`src/rtl/spi_ctrl_pkg.sv`:
```
// Shared definitions for the SPI register-file write controller:
// register map, frame layout and controller state encoding.
package spi_ctrl_pkg;

   localparam logic [6:0] ADDR_EN_OUT_7_0   = 7'h00;
   localparam logic [6:0] ADDR_EN_OUT_15_8  = 7'h01;
   localparam logic [6:0] ADDR_DRIVE_CFG    = 7'h02;
   localparam logic [6:0] ADDR_PWM_PERIOD   = 7'h03;
   localparam logic [6:0] ADDR_PWM_DUTY     = 7'h04;
   localparam logic [6:0] MAX_ADDR          = ADDR_PWM_DUTY;

   localparam int FRAME_BITS = 16;
   localparam int WRITE_BIT  = 15;

   typedef enum logic [1:0] {
      ST_IDLE,
      ST_SHIFT,
      ST_HOLD,
      ST_GAP
   } state_e;

   // Write frame, MSB first: {write flag, 7-bit address, 8-bit data}.
   function automatic logic [FRAME_BITS-1:0] build_frame(input logic [6:0] addr,
                                                         input logic [7:0] data);
      logic [FRAME_BITS-1:0] frame;
      frame            = {1'b0, addr, data};
      frame[WRITE_BIT] = 1'b1;
      return frame;
   endfunction

endpackage

```
`src/rtl/spi_rr_arb2.sv`:
```
// Two-way round-robin arbiter: a lone requester wins, on contention the
// requester not served last wins; requester 0 is favoured out of reset.
module spi_rr_arb2 (
   input  logic       clk,
   input  logic       rst_n,
   input  logic       en_i,
   input  logic [1:0] req_i,
   output logic [1:0] grant_o
);

   // last_q = index of the requester served most recently
   logic last_q, last_d;

   always_comb begin
      // NOTE: every combinational output gets a default first so no path leaves it unassigned (no latch).
      grant_o = 2'b00;
      last_d  = last_q;
      if (en_i) begin
         unique case (req_i)
            2'b01:   grant_o = 2'b01;
            2'b10:   grant_o = 2'b10;
            2'b11:   grant_o = last_q ? 2'b01 : 2'b10;
            default: grant_o = 2'b00;
         endcase
      end
      if (grant_o[0]) begin
         last_d = 1'b0;
      end else if (grant_o[1]) begin
         last_d = 1'b1;
      end
   end

   always_ff @(posedge clk or negedge rst_n) begin
      // NOTE: sequential state uses non-blocking assignments so every flop samples pre-edge values.
      if (!rst_n) begin
         last_q <= 1'b1;
      end else begin
         last_q <= last_d;
      end
   end

endmodule

```
`src/rtl/spi_config_ctrl.sv`:
```
// SPI mode-0 write controller: arbitrates two requesters and shifts 16-bit
// write frames to a register-file peripheral, with a fixed nCS gap between frames.
module spi_config_ctrl
   import spi_ctrl_pkg::*;
#(
   parameter int CLK_DIV    = 4,
   parameter int GAP_CYCLES = 8
) (
   input  logic       clk,
   input  logic       rst_n,
   input  logic [1:0] req_valid,
   input  logic [6:0] req_addr0,
   input  logic [6:0] req_addr1,
   input  logic [7:0] req_data0,
   input  logic [7:0] req_data1,
   output logic [1:0] req_ready,
   output logic       busy,
   output logic       done,
   output logic       done_id,
   output logic       err,
   output logic       nCS,
   output logic       SCLK,
   output logic       COPI
);

   localparam int DIV_W = (CLK_DIV > 1) ? $clog2(CLK_DIV) : 1;
   localparam int GAP_W = (GAP_CYCLES > 2) ? $clog2(GAP_CYCLES) : 1;
   localparam logic [DIV_W-1:0] DIV_LAST = DIV_W'(CLK_DIV - 1);
   // The IDLE accept cycle also has nCS high, so GAP itself lasts one cycle
   // less and the nCS-high time between back-to-back frames is GAP_CYCLES.
   localparam logic [GAP_W-1:0] GAP_LAST = GAP_W'(GAP_CYCLES - 2);
   localparam logic [3:0]       BIT_LAST = 4'(FRAME_BITS - 1);

   state_e                  state_q, state_d;
   logic [DIV_W-1:0]        div_q, div_d;
   logic [GAP_W-1:0]        gap_q, gap_d;
   logic [3:0]              bit_q, bit_d;
   logic [FRAME_BITS-1:0]   shreg_q, shreg_d;
   logic                    sclk_q, sclk_d;
   logic                    id_q, id_d;
   logic                    done_q, done_d;
   logic                    done_id_q, done_id_d;
   logic                    err_q, err_d;
   logic                    from_gap_q, from_gap_d;

   logic                    accept;
   logic                    acc_id;
   logic [6:0]              acc_addr;
   logic [7:0]              acc_data;
   logic                    addr_ok;

   spi_rr_arb2 u_arb (
      .clk     (clk),
      .rst_n   (rst_n),
      .en_i    (state_q == ST_IDLE),
      .req_i   (req_valid),
      .grant_o (req_ready)
   );

   assign accept   = |(req_valid & req_ready);
   assign acc_id   = req_ready[1];
   assign acc_addr = acc_id ? req_addr1 : req_addr0;
   assign acc_data = acc_id ? req_data1 : req_data0;
   assign addr_ok  = (acc_addr <= MAX_ADDR);

   always_comb begin
      state_d    = state_q;
      div_d      = div_q;
      gap_d      = gap_q;
      bit_d      = bit_q;
      shreg_d    = shreg_q;
      sclk_d     = sclk_q;
      id_d       = id_q;
      done_d     = 1'b0;
      done_id_d  = done_id_q;
      err_d      = 1'b0;
      from_gap_d = (state_q == ST_GAP);

      unique case (state_q)
         ST_IDLE: begin
            if (accept) begin
               if (addr_ok) begin
                  state_d = ST_SHIFT;
                  shreg_d = build_frame(acc_addr, acc_data);
                  id_d    = acc_id;
                  div_d   = '0;
                  bit_d   = '0;
                  sclk_d  = 1'b0;
               end else begin
                  err_d = 1'b1;
               end
            end
         end
         ST_SHIFT: begin
            if (div_q == DIV_LAST) begin
               div_d  = '0;
               sclk_d = ~sclk_q;
               // Falling edge: present the next bit and retire the current one.
               if (sclk_q) begin
                  shreg_d = {shreg_q[FRAME_BITS-2:0], 1'b0};
                  bit_d   = bit_q + 4'd1;
                  if (bit_q == BIT_LAST) begin
                     state_d = ST_HOLD;
                  end
               end
            end else begin
               div_d = div_q + DIV_W'(1);
            end
         end
         ST_HOLD: begin
            if (div_q == DIV_LAST) begin
               state_d   = ST_GAP;
               div_d     = '0;
               gap_d     = '0;
               done_d    = 1'b1;
               done_id_d = id_q;
            end else begin
               div_d = div_q + DIV_W'(1);
            end
         end
         ST_GAP: begin
            if (gap_q == GAP_LAST) begin
               state_d = ST_IDLE;
            end else begin
               gap_d = gap_q + GAP_W'(1);
            end
         end
         default: state_d = ST_IDLE;
      endcase
   end

   always_ff @(posedge clk or negedge rst_n) begin
      if (!rst_n) begin
         state_q    <= ST_IDLE;
         div_q      <= '0;
         gap_q      <= '0;
         bit_q      <= '0;
         shreg_q    <= '0;
         sclk_q     <= 1'b0;
         id_q       <= 1'b0;
         done_q     <= 1'b0;
         done_id_q  <= 1'b0;
         err_q      <= 1'b0;
         from_gap_q <= 1'b0;
      end else begin
         state_q    <= state_d;
         div_q      <= div_d;
         gap_q      <= gap_d;
         bit_q      <= bit_d;
         shreg_q    <= shreg_d;
         sclk_q     <= sclk_d;
         id_q       <= id_d;
         done_q     <= done_d;
         done_id_q  <= done_id_d;
         err_q      <= err_d;
         from_gap_q <= from_gap_d;
      end
   end

   // Outputs decode from state so reset forces the idle line levels at once.
   assign nCS     = !((state_q == ST_SHIFT) || (state_q == ST_HOLD));
   assign SCLK    = sclk_q;
   assign COPI    = (state_q == ST_SHIFT) && shreg_q[FRAME_BITS-1];
   // A valid accept straight out of GAP keeps busy high across the IDLE cycle.
   assign busy    = (state_q != ST_IDLE) || (from_gap_q && accept && addr_ok);
   assign done    = done_q;
   assign done_id = done_id_q;
   assign err     = err_q;

endmodule
```
`config.mk`:
```
export PLATFORM = sky130hd
export DESIGN_NAME = spi_config_ctrl
export DESIGN_NICKNAME = d
export VERILOG_FILES = /design/src/rtl/spi_ctrl_pkg.sv /design/src/rtl/spi_rr_arb2.sv /design/src/rtl/spi_config_ctrl.sv
export SDC_FILE = /design/constraint.sdc
export NUM_CORES = 1
export LEC_CHECK = 0
export ABC_AREA = 1
export BUFFER_PORTS_ARGS = -buffer_cell sky130_fd_sc_hd__buf_2
export CORE_MARGIN = 3
export CORE_UTILIZATION = 43
export CTS_CLUSTER_DIAMETER = 120
export DETAILED_ROUTE_END_ITERATION = 8
export PLACE_DENSITY_LB_ADDON = 0.1
export SETUP_SLACK_MARGIN = 0.4
export SYNTH_ARGS = -nofsm -noshare
export SYNTH_HDL_FRONTEND = slang
export SYNTH_SLANG_ARGS = --single-unit
export TNS_END_PERCENT = 1
```
`constraint.sdc`:
```
create_clock -name clk -period 1.65 [get_ports clk]
set_input_delay 0.0825 -clock clk [delete_from_list [all_inputs] [get_ports clk]]
set_output_delay 0.0825 -clock clk [all_outputs]
set_load 0.005 [all_outputs]
```
==> reports/qor.csv, run 1 <==
stage,metric,value,unit
outcome,run_status,finished with violations,
outcome,failing_checks,negative setup slack,
detailed_routing,detail_route.drc_violations,0,
pwr,p_int,2.82,mW
global_routing,grt_max_degree,35,
global_routing,number_of_global_route_vias_before_repair,1935,
run,cap_viol_max_count,0,
pwr,finalPower,5.02,mW
clocking,clockBufferDepth,2,
sta,grt_setup_unrepaired,true,
pwr,power.share.sequential,27.6,%
yosys,dominantRegCellSynth,dfrtp_1,
sta,layout_setup_ws,-0.268,ns
yosys,synth_simple_gate_area_share,37.2,%
yosys,synth-warning-count,0,
finish,area_delta_synth_final,34.1,%
floorplanning,top_level_ports,43,
floorplanning,start_util,46.5,%
placement,placed_cells_incl_taps,403,
pwr,total_leakage_power,1.50,nW
worst_hold_path,min-delay-path-class,input port to register,
yosys,muxShareOfSynthArea,0,%
detailed_routing,dr.pass1.iters,4,
sta,slew_headroom,70.1,%
critical_path,path_cells,buf_6 -> a21oi_4 -> nand3_1 -> nand2_1 -> nand2_1 -> nor2_2 -> nand2_2 -> buf_4 -> o21ai_2 -> buf_2,
clocking,cts_max_level,2,
critical_path,cpLargestDelayFamily,simple AND/OR/NAND/NOR gates,
critical_path,startpoint_type,register,
clocking,cts.clk_slew.worst_paths,0.06,ns
sta,post_layout_minimum_cycle_time,1.92,ns
floorplanning,dieWidth,76.0,um
yosys,synth_sequential_area_ratio,40.4,%
pwr,pwr_cell_area,1770,nW/um^2
sta,fin_tns_setup,-5.11,ns
floorplanning,die_area,5780,um^2
floorplanning,placementRows,24,
sta,timing.final.max_slew_violations,0,
placement,port_buffers,42,
detailed_routing,drtIter0Drc,121,
critical_path,critPathMaxStageDelay,0.39,ns
pwr,power.combinational.fraction,60.5,%
sta,hold_viol,0,
yosys,synth_fa_ha_area_share,5.34,%
finish,layout_commonest_cell,nand2_1,
critical_path,worst-path-buf-inv,3,
pwr,vdd_ir_drop_max,0.783,mV
yosys,syn-instance-count,280,
pwr,net-switching-power,2.20,mW
finish,antenna_cells_inserted,0,
critical_path,path_max_fanout,7,
floorplanning,die_y,76.0,um
sta,tightest_slew,0.448,ns
finish,most-common-layout-cells,"nand2_1 (91), buf_2 (41), buf_4 (34)",
yosys,syn_area_per_cell,7.53,um^2
clocking,cts_buffers,5,
global_routing,antenna_found_initial,0,
sta,worst_clock_skew,0.00316,ns
detailed_routing,wl_per_cell,12.6,um
critical_path,arrival,1.84,ns
finish,instances_no_fill,419,
sta,setup_viol_count_final,28,
critical_path,critical_path.endpoint_type,output port,
critical_path,cp_data_required_time,1.57,ns
yosys,async_flop_share,100,%
clocking,tritoncts,built,
yosys,synth-edff-count,0,
detailed_routing,routed_via_density,4.95,
critical_path,cpMaxStageDelayCell,dfstp_2,
yosys,synth.ff_latch_count,34,
global_routing,globalRouteOverflowTotal,0,
critical_path,worstSetupPathType,register to output port,
detailed_routing,drt-total-wl,5260,um
finish,post_route_cells_drive_above_1_share,36.2,%
detailed_routing,via_count,2073,
detailed_routing,detail-route-antenna-nets,0,
sta,clock.fmax,521,MHz
placement,hpwlAfterDp,3630,um
clocking,clk_latency,0.28,ns
floorplanning,core,4530,um^2
yosys,synthesis.area,2110,um^2
pwr,clkPwrFrac,11.9,%
global_routing,grtUsageTotal,18.9,%
global_routing,grt_pass1_wl,8960,um
placement,gp_routability_congestion,0.809,
clocking,clock_sink_count,34,
finish,fin_util,62.3,%
pwr,switching_share,43.8,%
yosys,complex_gate_fraction_of_the_synthesized_area,7.72,%
finish,design.final.nets,398,
yosys,dominant_combinational_cell_family_by_area_after_synthesis,simple AND/OR/NAND/NOR gates,
clocking,cts.root.buffer_cell,clkbuf_8,
critical_path,cp_common_cell,nand2_1,
yosys,nets_in_the_synthesized_netlist,323,
yosys,ys_types,31,
sta,timing.final.crit_share,116,%
yosys,synth-xor-area-share,1.25,%
-- layout make-up --
type,count,area [um^2]
Clock buffer,6,82.6
Fill cell,420,1710
Inverter,23,91.3
Multi-Input combinational cell,210,1180
Sequential cell,34,852
Tap cell,65,81.3
Timing Repair Buffer,81,536
-- per-stage QoR --
stage / instance area (um^2) / hold slack, ns / worst slack, ns
floorplan: 2140 / -0.213 / -0.0979
global placement: 2580 / 0.138 / -0.109
detailed placement: 2580 / 0.146 / -0.145
CTS: 2780 / 0.159 / -0.285
global route: 2830 / 0.192 / -0.387
finish: 2830 / 0.159 / -0.268
-- kinds of logic (layout without fill, tap and decap cells) --
| logic type | after synthesis | count (layout) |
|---|---|---|
| AOI/OAI and AO/OA | 26 | 26 |
| buffers and inverters | 37 | 110 |
| xor gates and xnor gates | 3 | 3 |
| and+or+nand+nor | 171 | 172 |
| adders and majority gates | 9 | 9 |
| DFF | 34 | 34 |
-- sequential cells by signal, summed over array words and instances (netlist names) --
signal        count
done              1
state_q           2
div_q             2
u_arb.last_q      1
id_q              1
err               1
gap_q             3
from_gap_q        1
bit_q             4
done_id           1
SCLK              1
shreg_q          16
-- cell usage after synthesis (3+ instances only) --
library cell | instances | area share [%]
nor3_1 | 3 | 0.71
nor2_1 | 21 | 3.7
inv_1 | 20 | 3.6
nand4_1 | 20 | 5.9
inv_2 | 3 | 0.53
a31oi_1 | 8 | 2.4
ha_1 | 9 | 5.3
nand2_1 | 97 | 17
buf_6 | 3 | 1.6
nand3b_1 | 4 | 1.4
nand3_1 | 10 | 2.4
nand2_2 | 11 | 3.3
clkbuf_1 | 7 | 1.2
o21ai_0 | 12 | 2.8
dfrtp_1 | 33 | 39
-- tightest hold or removal path: stages --
cell and delay, ns:
buf_2 0.09, nand2_1 0.05, nand2_1 0.04, nand4_1 0.08
nand2_1 0.05
-- power groups by stage --
stage	sequential, mW	clock, mW	combinational, mW
floorplan	1.35	0	1.84
global placement	1.38	0	2.72
detailed placement	1.38	0	2.76
CTS	1.38	0.616	2.94
global route	1.42	0.651	3.40
finish	1.38	0.599	3.03
-- worst paths after layout --
| check | from | to | slack, ns | cells past startpoint |
|---|---|---|---|---|
| max | u_arb.last_q | busy | -0.27 | 10 |
| min | req_data1[0] | shreg_q[0] | 0.16 | 5 |
| max reg2reg | state_q[0] | shreg_q[13] | -0.22 | 12 |
| min reg2reg | shreg_q[13] | shreg_q[13] | 0.47 | 2 |
| max in group asynchronous | rst_n | u_arb.last_q | 0.93 | 3 |
| min in group asynchronous | rst_n | done_id | 0.37 | 3 |
-- layer usage --
metal  vias up  share of wire [%]  global-route usage [%]
li1       1061                  -                       -
met1       952                 46                    25.0
met2        56                 49                    31.4
met3         4                4.9                    3.78
met4         0               0.80                    5.98
met5         -                  0                       0
-- timing repair --
item	CTS	global route
setup endpoints to repair	36	37
hold buffers	1	0
setup buffers	7	1
resized for setup	13	12
pin swaps	8	7
gates cloned	1	0
endpoints found under the hold margin	33	0
Power figures use the tool's default switching activity.
==> run 2: changes to the inputs <==
- clock period: 1.65 -> 2.1 ns (I/O delays scaled with it)
==> run 2 against run 1 <==
  * The flow now finishes without violations
  * Critical path depth unchanged
  * First-iteration DRC count increased by 9.1%
  * Flip-flop and latch count unchanged
  * Via count decreased by 5.4%
  * Non-clock buffer count decreased by 25
  * Clock power decreased by 21%
  * Die area unchanged
  * Critical path type is now register to register
  * Largest cell class unchanged
  * Largest power group unchanged
  * Highest routed layer unchanged
==> reports/qor.csv, run 2 (same netlist as run 1, synthesis figures left out) <==
stage,metric,value,unit,change
worst_hold_path,hold-path-cell-count,5,,unchanged
critical_path,cpMaxStageDelayCell,dfrtp_1,,
clocking,cts_buffers,5,,unchanged
detailed_routing,drt-total-wl,4940,um,-6.1%
sta,clock.fmax,533,MHz,
floorplanning,die_area,5780,um^2,unchanged
global_routing,globalRouteMet2Util,27.0,%,-4.3 points
critical_path,critical_path.endpoint_type,register,,
critical_path,arrival,2.10,ns,+0.26 ns
critical_path,critPathMaxStageDelay,0.41,ns,+0.02 ns
clocking,tritoncts,built,,
global_routing,met1_layer_usage_reported_by_global_route,27.1,%,+2.1 points
critical_path,ff2ff_setup_slack,0.22,ns,+0.44 ns
outcome,run_status,completed,,
clocking,cts.clk_slew.worst_paths,0.07,ns,about the same
clocking,clk_latency,0.28,ns,about the same
finish,post_route_cells_drive_above_1_share,27.6,%,-8.6 points
detailed_routing,routed_via_density,4.97,,+0.40%
sta,worst_clock_skew,0.00781,ns,+0.00466 ns
worst_hold_path,min-delay-path-class,input port to register,,
worst_hold_path,worst_hold_path.endpoint,shreg_q[0],,
pwr,finalPower,3.64,mW,-28%
floorplanning,start_util,46.5,%,unchanged
critical_path,rr_endpoint,shreg_q[8],,
finish,most-common-layout-cells,"nand2_1 (97), buf_2 (42), dfrtp_1 (33)",,
sta,timing.final.crit_share,89.4,%,
global_routing,grt_pass1_wl,8720,um,-2.7%
sta,grt_setup_unrepaired,true,,
placement,port_buffers,42,,unchanged
placement,placed_cells_incl_taps,380,,-5.7%
clocking,clockBufferDepth,2,,unchanged
detailed_routing,detail_route.drc_violations,0,,unchanged
run,cap_viol_max_count,0,,unchanged
pwr,vdd_ir_drop_max,0.479,mV,-39%
finish,instances_no_fill,395,,-5.7%
finish,top_register,shreg_q,,
finish,design.final.nets,374,,-6.0%
detailed_routing,wl_per_cell,12.5,um,-0.42%
global_routing,globalRoute.busiestLayer,met1,,
floorplanning,die_y,76.0,um,unchanged
critical_path,worstSetupPathType,register to register,,
critical_path,path_max_fanout,20,,+13
floorplanning,dieWidth,76.0,um,unchanged
critical_path,worst-r2r-cell-count,10,,-2
finish,antenna_cells_inserted,0,,unchanged
critical_path,cp_common_cell,inv_2,,
finish,largest_register_ff_count,16,,unchanged
placement,gp_routability_congestion,0.763,,-5.7%
critical_path,startpoint_type,register,,
global_routing,number_of_global_route_vias_before_repair,1804,,-6.8%
detailed_routing,via_count,1962,,-5.4%
floorplanning,core,4530,um^2,unchanged
pwr,pwr_cell_area,1400,nW/um^2,-21%
critical_path,cpLargestDelayFamily,buffers and inverters,,
global_routing,grtUsageTotal,18.6,%,-0.31 points
detailed_routing,drtIter0Drc,132,,+9.1%
global_routing,globalRouteOverflowTotal,0,,unchanged
sta,post_layout_minimum_cycle_time,1.88,ns,
clocking,cts_max_level,2,,unchanged
finish,reg_top3,"shreg_q x16, bit_q x4, gap_q x3",,
sta,slew_headroom,49.6,%,-21 points
critical_path,worst-path-buf-inv,5,,+2
placement,hpwlAfterDp,3360,um,-7.4%
critical_path,critical_path.reg2reg.startpoint,state_q[0],,
sta,timing.final.max_slew_violations,0,,unchanged
finish,fin_util,57.3,%,-5.0 points
finish,layout_commonest_cell,nand2_1,,
critical_path,cp_data_required_time,2.32,ns,+0.75 ns
critical_path,path_cells,inv_2 -> ha_4 -> buf_4 -> inv_2 -> nor2_2 -> inv_1 -> a21oi_4 -> buf_6 -> nand4_1 -> nand2_1,,
sta,tightest_slew,0.756,ns,+0.308 ns
global_routing,antenna_found_initial,0,,unchanged
sta,hold_slack,0.170,ns,+0.0104 ns
global_routing,use_met3,4.26,%,+0.47 points
sta,setup_viol_count_final,0,,-100%
sta,fin_tns_setup,0,ns,+5.11 ns
detailed_routing,detail-route-antenna-nets,0,,unchanged
critical_path,worstSetupStartpoint,state_q[0],,
worst_hold_path,hold_start,req_data1[0],,
pwr,total_leakage_power,1.39,nW,-7.8%
sta,hold_viol,0,,unchanged
finish,area_delta_synth_final,23.3,%,
global_routing,grt_max_degree,35,,unchanged
floorplanning,top_level_ports,43,,unchanged
clocking,clock_sink_count,34,,unchanged
clocking,cts.root.buffer_cell,clkbuf_8,,
floorplanning,placementRows,24,,unchanged
detailed_routing,dr.pass1.iters,4,,unchanged
run 2: cell type report:
| cell class | instances | area (um^2) |
|---|---|---|
| Clock buffer | 6 | 82.6 |
| Fill cell | 456 | 1930 |
| Inverter | 23 | 91.3 |
| Multi-Input combinational cell | 211 | 1160 |
| Sequential cell | 34 | 852 |
| Tap cell | 65 | 81.3 |
| Timing Repair Buffer | 56 | 334 |
run 2: through the flow:
step	area, um^2	setup WS (ns)
after floorplan	2140	0.352
after global placement	2400	0.122
after detailed placement	2400	0.0727
after CTS	2600	0.187
after global routing	2600	0.0395
final	2600	0.224
run 2: worst register-to-register path, cell delays in order, from the launching register on:
cell and delay [ns]:
dfrtp_1 0.41, inv_2 0.10, ha_4 0.20, buf_4 0.13, inv_2 0.05, nor2_2 0.11
inv_1 0.09, a21oi_4 0.27, buf_6 0.24, nand4_1 0.13, nand2_1 0.10
run 2: where the power goes:
group          leakage [nW]  internal (mW)  switching, mW
combinational         0.904          0.807           1.27
sequential            0.439          0.918          0.164
clock                0.0431          0.253          0.220
total                  1.39           1.98           1.66
run 2: how the worst max path moves through the flow:
stage	end	depth (start not counted)
4_1_cts	busy	9
5_1_grt	busy	10
3_5_place_dp	bit_q[2]	12
2_1_floorplan	bit_q[3]	14
6_report	shreg_q[8]	10
3_3_place_gp	shreg_q[8]	12
run 2: per-layer routing:
layer  wire, um  part of all wire [%]  vias up
met1       2420                    49      885
met5          0                     0        -
met4         46                  0.93        0
met3        269                   5.4        4
met2       2210                    45       56
li1           -                     -     1017
run 2: what timing repair did:
action | CTS | global route
resized for setup | 8 | 0
hold buffers | 1 | 0
endpoints found under the setup margin | 28 | 30
cloned | 2 | 0
setup buffers | 6 | 0
pin swaps | 5 | 1
hold endpoints to repair | 33 | 0
